File: src/rtl/imem_boot_loader_pkg.sv
// Shared definitions for the instruction-memory boot loader: FSM encodings,
// image-format constants and the byte-lane insert helper.
package imem_boot_loader_pkg;

   typedef enum logic [2:0] {
      ST_HDR_LO = 3'd0,
      ST_HDR_HI = 3'd1,
      ST_DATA   = 3'd2,
      ST_WRITE  = 3'd3,
      ST_DONE   = 3'd4,
      ST_ERR    = 3'd5
   } state_t;

   localparam int HDR_BYTES      = 2;
   localparam int BYTES_PER_WORD = 4;

   function automatic logic [31:0] insert_byte(
      input logic [31:0] word,
      input logic [1:0]  lane,
      input logic [7:0]  data
   );
      logic [31:0] res;
      res = word;
      case (lane)
         2'd0:    res[7:0]   = data;
         2'd1:    res[15:8]  = data;
         2'd2:    res[23:16] = data;
         default: res[31:24] = data;
      endcase
      return res;
   endfunction

endpackage

File: src/rtl/imem_boot_loader_packer.sv
// Byte-to-word packer: collects little-endian bytes into a 32-bit word and
// pulses word_valid for one cycle after the last lane is filled.
module imem_boot_loader_packer
   import imem_boot_loader_pkg::*;
(
   input  logic        clk,
   input  logic        rst,
   input  logic        clr,
   input  logic        byte_en,
   input  logic [7:0]  byte_data,
   output logic [1:0]  lane,
   output logic [31:0] word,
   output logic        word_valid
);

   localparam logic [1:0] LAST_LANE = 2'(BYTES_PER_WORD - 1);

   logic [1:0]  lane_r;
   logic [31:0] acc_r;
   logic [31:0] word_r;
   logic        word_valid_r;

   // Lane counter, partial accumulator and completed-word holding register.
   always_ff @(posedge clk or negedge rst) begin
      if (!rst) begin
         lane_r       <= 2'd0;
         acc_r        <= 32'd0;
         word_r       <= 32'd0;
         word_valid_r <= 1'b0;
      end else begin
         word_valid_r <= 1'b0;
         if (clr) begin
            lane_r <= 2'd0;
            acc_r  <= 32'd0;
         end else if (byte_en) begin
            if (lane_r == LAST_LANE) begin
               // word_r only moves on completion so it holds outside the write
               word_r       <= insert_byte(acc_r, lane_r, byte_data);
               word_valid_r <= 1'b1;
               lane_r       <= 2'd0;
               acc_r        <= 32'd0;
            end else begin
               acc_r  <= insert_byte(acc_r, lane_r, byte_data);
               lane_r <= lane_r + 2'd1;
            end
         end
      end
   end

   assign lane       = lane_r;
   assign word       = word_r;
   assign word_valid = word_valid_r;

endmodule

File: src/rtl/imem_boot_loader.sv
// Synthesizable instruction-memory boot loader: parses a counted byte image,
// writes it word by word and holds the core in reset until it is complete.
module imem_boot_loader
   import imem_boot_loader_pkg::*;
#(
   parameter int ADDR_W = 8,
   parameter int CNT_W  = 16
)(
   input  logic              clk,
   input  logic              rst,
   input  logic              start,
   input  logic              in_valid,
   input  logic [7:0]        in_data,
   output logic              in_ready,
   output logic              imem_we,
   output logic [ADDR_W-1:0] imem_addr,
   output logic [31:0]       imem_wdata,
   output logic              core_rst,
   output logic              done,
   output logic              err,
   output logic [ADDR_W:0]   words_loaded
);

   localparam int               MAX_WORDS = 1 << ADDR_W;
   localparam logic [CNT_W-1:0] MAX_N     = CNT_W'(MAX_WORDS);
   localparam logic [CNT_W-1:0] ZERO_N    = {CNT_W{1'b0}};
   localparam logic [1:0]       LAST_LANE = 2'(BYTES_PER_WORD - 1);

   state_t                 state_r;
   logic [CNT_W-1:0]       count_r;
   logic [ADDR_W:0]        words_loaded_r;
   logic [ADDR_W-1:0]      addr_r;
   logic                   core_rst_r;
   logic                   done_r;
   logic                   err_r;
   logic                   ready_s;
   logic                   xfer_s;
   logic [HDR_BYTES*8-1:0] n_full_s;
   logic [CNT_W-1:0]       loaded_next_s;
   logic [1:0]             lane_s;
   logic                   word_valid_s;
   logic [31:0]            word_s;

   // Byte acceptance depends only on state (and reset), never on in_valid.
   always_comb begin
      ready_s = 1'b0;
      if (!rst) begin
         ready_s = 1'b0;
      end else begin
         case (state_r)
            ST_HDR_LO, ST_HDR_HI, ST_DATA: ready_s = 1'b1;
            default:                       ready_s = 1'b0;
         endcase
      end
   end

   assign xfer_s        = in_valid && ready_s;
   assign n_full_s      = {in_data, count_r[7:0]};
   assign loaded_next_s = CNT_W'(words_loaded_r) + CNT_W'(1);

   imem_boot_loader_packer u_packer (
      .clk        (clk),
      .rst        (rst),
      .clr        ((state_r == ST_HDR_HI) && xfer_s),
      .byte_en    ((state_r == ST_DATA) && xfer_s),
      .byte_data  (in_data),
      .lane       (lane_s),
      .word       (word_s),
      .word_valid (word_valid_s)
   );

   // Loader FSM with header parsing, word counting and registered status.
   always_ff @(posedge clk or negedge rst) begin
      if (!rst) begin
         state_r        <= ST_HDR_LO;
         count_r        <= ZERO_N;
         words_loaded_r <= {(ADDR_W+1){1'b0}};
         addr_r         <= {ADDR_W{1'b0}};
         core_rst_r     <= 1'b1;
         done_r         <= 1'b0;
         err_r          <= 1'b0;
      end else begin
         case (state_r)
            ST_HDR_LO: begin
               if (xfer_s) begin
                  count_r[7:0] <= in_data;
                  state_r      <= ST_HDR_HI;
               end
            end
            ST_HDR_HI: begin
               if (xfer_s) begin
                  count_r <= n_full_s;
                  if (n_full_s == ZERO_N) begin
                     state_r    <= ST_DONE;
                     core_rst_r <= 1'b0;
                     done_r     <= 1'b1;
                  end else if (n_full_s > MAX_N) begin
                     state_r <= ST_ERR;
                     err_r   <= 1'b1;
                  end else begin
                     state_r <= ST_DATA;
                  end
               end
            end
            ST_DATA: begin
               if (xfer_s && (lane_s == LAST_LANE)) begin
                  addr_r  <= words_loaded_r[ADDR_W-1:0];
                  state_r <= ST_WRITE;
               end
            end
            ST_WRITE: begin
               words_loaded_r <= words_loaded_r + (ADDR_W+1)'(1);
               if (loaded_next_s == count_r) begin
                  state_r    <= ST_DONE;
                  core_rst_r <= 1'b0;
                  done_r     <= 1'b1;
               end else begin
                  state_r <= ST_DATA;
               end
            end
            ST_DONE, ST_ERR: begin
               if (start) begin
                  state_r        <= ST_HDR_LO;
                  words_loaded_r <= {(ADDR_W+1){1'b0}};
                  core_rst_r     <= 1'b1;
                  done_r         <= 1'b0;
                  err_r          <= 1'b0;
               end
            end
            default: begin
               state_r    <= ST_HDR_LO;
               core_rst_r <= 1'b1;
            end
         endcase
      end
   end

   assign in_ready     = ready_s;
   assign imem_we      = word_valid_s;
   assign imem_addr    = addr_r;
   assign imem_wdata   = word_s;
   assign core_rst     = core_rst_r;
   assign done         = done_r;
   assign err          = err_r;
   assign words_loaded = words_loaded_r;

endmodule

File: config.mk
export PLATFORM = sky130hd
export DESIGN_NAME = imem_boot_loader
export DESIGN_NICKNAME = d
export VERILOG_FILES = /design/src/rtl/imem_boot_loader_pkg.sv /design/src/rtl/imem_boot_loader_packer.sv /design/src/rtl/imem_boot_loader.sv
export SDC_FILE = /design/constraint.sdc
export NUM_CORES = 1
export LEC_CHECK = 0
export BUFFER_PORTS_ARGS = -buffer_cell sky130_fd_sc_hd__buf_2
export CAP_MARGIN = 20
export CORE_ASPECT_RATIO = 0.5
export CORE_UTILIZATION = 51
export DETAILED_ROUTE_END_ITERATION = 10
export MAX_ROUTING_LAYER = met4
export PLACE_DENSITY = 0.75
export SYNTH_ARGS = -nofsm -noshare
export SYNTH_HDL_FRONTEND = slang
export SYNTH_SLANG_ARGS = --single-unit
File: constraint.sdc
create_clock -name clk -period 1.9 [get_ports clk]
set_input_delay 0.095 -clock clk [delete_from_list [all_inputs] [get_ports clk]]
set_output_delay 0.095 -clock clk [all_outputs]
set_load 0.1 [all_outputs]
---- After elaboration in Yosys (flattened, before gate mapping) ----
Index checks and enable logic that the tools add are counted.
storage, ports and cells
  output and inout bits ................... 54
  flip-flop bits (word level) ............. 106
  logic and storage cells ................. 101
operators by class
  add/sub/neg operators ................... 3
  equality and inequality tests ........... 17
  reduce and logical (&&, ||, !) cells .... 24
  magnitude comparators ................... 1
  bitwise operators ....................... 3
  muxes and demuxes ....................... 41
operator list
  cell                                                                    count
  32-bit two-way mux                                                      3
  8-bit two-way mux                                                       5
  3-bit two-way mux                                                       7
  9-bit case mux with 2 select lines                                      1
  10-bit by 16-bit equality test with 1-bit output                        1
  16-bit by 9-bit > comparator with 1-bit output (second input constant)  1
  16-bit logical NOT                                                      1
  1-bit two-way mux                                                       16
  8-bit case mux with 2 select lines                                      1
  3-bit case mux with 5 select lines                                      1
  5-bit AND reduction                                                     3
  9-bit by 1-bit adder with 10-bit output (second input constant)         1
  2-bit != test (second input constant)                                   5
  9-bit by 1-bit adder with 9-bit output (second input constant)          1
  9-bit two-way mux                                                       1
  3-bit by 2-bit equality test with 1-bit output (second input constant)  2
  3-bit equality test (second input constant)                             2
  2-bit two-way mux                                                       3
  2-bit by 1-bit != test with 1-bit output (second input constant)        3
  2-bit AND reduction                                                     3
  3-bit AND reduction                                                     2
  2-bit nonzero test                                                      3
  3-bit OR reduction                                                      2
  2-bit equality test (second input constant)                             2
  other kinds (13)                                                        19

---- Longest topological paths before layout ----
  depth in word-level cells ............... 8
  depth in mapped cells ................... 8
  depth with buffers taken out ............ 7

---- Modules after synthesis ----
Synthesis repeated with hierarchy kept, for this count alone.
second synthesis, totals
  cell total of the unflattened synthesis .. 453
  area total of the unflattened synthesis .. 5,323.9 µm²
modules (own cells, without submodules)
  module                   seq. area each (µm²)  cells an instance  area an instance (µm²)  instances
  imem_boot_loader_packer  1,476.4               255                3,241.9                 1
  imem_boot_loader         977.2                 198                2,082.0                 1

---- Least setup slack after synthesis ----
OpenSTA, ideal clock, no wires.
  path kind ............................... register -> register
  start ................................... register words_loaded_r[2] (netlist: words_loaded[2])
  end ..................................... register state_r[2]
  setup time .............................. 0.066 ns
  stages on the path, launching flop included .. 8
  setup slack ............................. -0.837 ns
  required time ........................... 1.834 ns
  data arrival time ....................... 2.671 ns
  cell sequence ........................... dfrtp_1 > buf_2 > nand3_4 > or4_1 > o41ai_1 > nor2b_2 > o41ai_4 > a41o_1
between the ends
  longest elaborated chain between the ends .. 4
RTL lines
  what                                              RTL line                 source
  start: declaration                                imem_boot_loader.sv:31   logic [ADDR_W:0] words_loaded_r;
  start signal: assignment                          imem_boot_loader.sv:77   words_loaded_r <= {(ADDR_W+1){1'b0}};
  start signal: assignment                          imem_boot_loader.sv:112  words_loaded_r <= words_loaded_r + (ADDR_W+1)'(1);
  start signal: assignment                          imem_boot_loader.sv:124  words_loaded_r <= {(ADDR_W+1){1'b0}};
  9-bit by 1-bit adder with 10-bit output           imem_boot_loader.sv:59   assign loaded_next_s = CNT_W'(words_loaded_r) + CNT_W'(1);
  10-bit by 16-bit equality test with 1-bit output  imem_boot_loader.sv:113  if (loaded_next_s == count_r) begin
  3-bit two-way mux                                 imem_boot_loader.sv:113
  3-bit case mux with 5 select lines                imem_boot_loader.sv:83   case (state_r)
  end signal: assignment                            imem_boot_loader.sv:87   state_r <= ST_HDR_HI;
  end signal: assignment                            imem_boot_loader.sv:114  state_r <= ST_DONE;
  end signal: assignment                            imem_boot_loader.sv:118  state_r <= ST_DATA;
  end: declaration                                  imem_boot_loader.sv:29   state_t state_r;
No other way between the ends.
A chain may end at the register's enable or synchronous reset.

---- Final worst setup path ----
  start ................................... register words_loaded_r[5] (netlist: words_loaded[5])
  end ..................................... register state_r[2]
Same word-level chain as after synthesis.

==> metrics <==
clock insertion delay at the later pin of the skew report=roughly 0.34 ns; fin crit period=1.98 ns; vias in the first global route=3246; Ports=66; vias per cell=5.67; final setup margin=-0.0806 ns; most used routing layer=met2; number of DRC markers in iteration 0=251; largest family of logic cells by synthesized area=compound AO/OA/AOI/OAI gates; antenna cell count=0; Max Cap Viol=0; met1 GRT Util=34.3%; status=complete, but fails checks; Synth Cell Area=4520 µm²; YS warnings=0; Worst Hold Slack=-0.119 ns; Worst Path Arrival=2.26 ns; failing checks=hold timing, setup timing; DP HPWL=around 6800 µm; met3 usage=6.21%; WL/cell=17.4 µm; die area=9270 µm²; port bufs=65; Placeable Area=between 8000 and 9000 µm²; Num CTS Buffers=9; synth top area cells=dfrtp_1 (54%), mux2_2 (8.0%), mux2i_1 (5.8%); largest net degree at the start of global routing=56; # rows=23; setup TNS=-0.143 ns; nets=514; actual slew at the worst max-slew pin=0.694 ns; Clock Skews=0.00826 ns; top cell type's share of synthesized area=~54%; DR pass1 iterations=5; fmax=505 MHz; average size of a mapped cell=11.0 µm²; FFs w/ async S/R, synth=100%; number of synthesized flops with an enable pin=0; post-synthesis cell type count=42; Placer Congestion=0.840; prevailing post-synth register cell=dfrtp_1; crit-path max FO=6; chip height=68.6 µm; Fin. Hold Viols=50; Required @ worst endpoint=between 2 and 2.5 ns; HP Class=primary input to async pin; post-synthesis adder-cell area fraction=1.38%; # DRC=0; Clock transition at path regs=0.07 ns; Crit Path Class=flop to flop; Net Count, Synth=~430; initial antenna violation count=0; post-synthesis instance total=410; complex-gate fraction of the synthesized area=14.1%; htree depth=3; sequential area share after synthesis=54.2%; leading area contributor after synthesis=dfrtp_1; xor and xnor area share after synthesis=2.52%; Total GRT Usage=25.6%; chip width=about 140 µm; CTS tree=yes; startpoint types=flop; total routed wirelength=10700 µm; Worst setup EP type=flop; synthesis-to-layout area growth=24.2%; first-pass GRT wire length=approximately 17000 µm; Post-DP Area=5170 µm²; share of cells above drive strength 1=approximately 36%; post-route ant nets=0; grt ovf=0; clk buf depth=2; GRT met2 Usage=39.0%; # clock sinks=98; root buf cell=clkbuf_16; unrepaired setup endpoints after global routing=true; mux share of post-synthesis cell area=about 14%; Slew HR=53.7%; post-synthesis simple-gate area fraction=11.0%; Max Slew Vio Count=0; Seq cells post-synth=98; via count=3481; Setup violations, final=3; initial core utilization=54.6%; Final Cycle Share=104%; final instance area=~5600 µm²
## cell type report
type                       instances  area (µm²)
multi-input combinational        278        2020
inverter                           7        26.3
sequential                        98        2480
fill                             634        2670
tap                              112         140
clock inverter                     5        37.5
clock buffer                      11         243
timing repair buffer             103         664
## routing by layer
metal | vias to the layer above | wire (µm)
li1 | 1637 | -
met1 | 1738 | 5350
met2 | 98 | 4740
met3 | 8 | 494
met4 | 0 | 91
met5 | - | 0
## kinds of logic after synthesis
group | count (synthesis)
XOR/XNOR | 13
adder cells (fa/ha/maj) | 5
buffers and inverters | 34
flip-flops | 98
multiplexers | 58
AND/OR/NAND/NOR | 107
AO/OA/AOI/OAI | 95
## flip-flops by register name, indices dropped and copies added, names as in the netlist
name                 flops
imem_addr                8
core_rst                 1
u_packer.lane            2
state_r                  3
u_packer.acc_r          24
done                     1
u_packer.word           32
words_loaded             9
err                      1
u_packer.word_valid      1
count_r                 16
## cells in the final DEF (no fill, tap or decap), types with 4 or more instances in the layout
cell and count:
dfrtp_1 88, buf_2 63, nor2_1 43, a21oi_1 35, buf_4 34, mux2_2 32
nand2_1 26, mux2i_1 26, a22o_1 26, o21ai_0 18, clkbuf_16 9, nand3_1 7
dfrtp_4 7, inv_1 6, nor3_1 6, nor4_1 6, xnor2_1 6, nor3_2 4
xor2_1 4
## timing repair
item | 4_1_cts | 5_1_grt
setup buffers | 13 | 0
endpoints found under the hold margin | 50 | 50
endpoints found under the setup margin | 3 | 12
gates cloned | 0 | 0
pin swaps | 5 | 8
gates resized for setup | 2 | 11
## per-stage QoR
stage | worst slack [ns] | instances | utilization, %
floorplan | -0.176 | 410 | -
global placement | -0.0651 | 585 | 62.4
detailed placement | -0.109 | 585 | 62.4
CTS | -0.0697 | 614 | 67.1
global route | -0.139 | 614 | 67.8
finish | -0.0806 | 614 | 67.8
## critical path, stage by stage (launching register included)
cell,delay [ns]
dfrtp_4,0.44
nand4_4,0.14
or4_4,0.54
o41ai_2,0.07
nor2b_2,0.10
o41ai_4,0.42
a41o_1,0.21
## cells in the mapped netlist, types with 5 or more instances
| cell | instances |
|---|---|
| a21oi_1 | 36 |
| a22o_1 | 26 |
| buf_1 | 5 |
| buf_2 | 7 |
| clkbuf_1 | 15 |
| dfrtp_1 | 97 |
| ha_1 | 5 |
| inv_1 | 6 |
| mux2_2 | 32 |
| mux2i_1 | 26 |
| nand2_1 | 26 |
| nand3_1 | 7 |
| nor2_1 | 44 |
| nor3_1 | 9 |
| nor4_1 | 7 |
| o21ai_0 | 18 |
| xnor2_1 | 8 |
| xor2_1 | 5 |
## final timing paths
check / to / from / cells after the start / slack (ns)
worst min-delay path: u_packer.lane[0] / rst / 2 / -0.12
worst max-delay path: state_r[2] / words_loaded[5] / 6 / -0.08
max in group asynchronous: u_packer.acc_r[4] / rst / 3 / 1.00
min in group clk: state_r[2] / start / 3 / 0.14
worst min register to register: u_packer.acc_r[7] / u_packer.acc_r[7] / 1 / 0.50
worst max register to register: state_r[2] / words_loaded[5] / 6 / -0.08
Power is not shown: default switching activity piles up to over one toggle a cycle in this logic, so the estimate is an artifact.
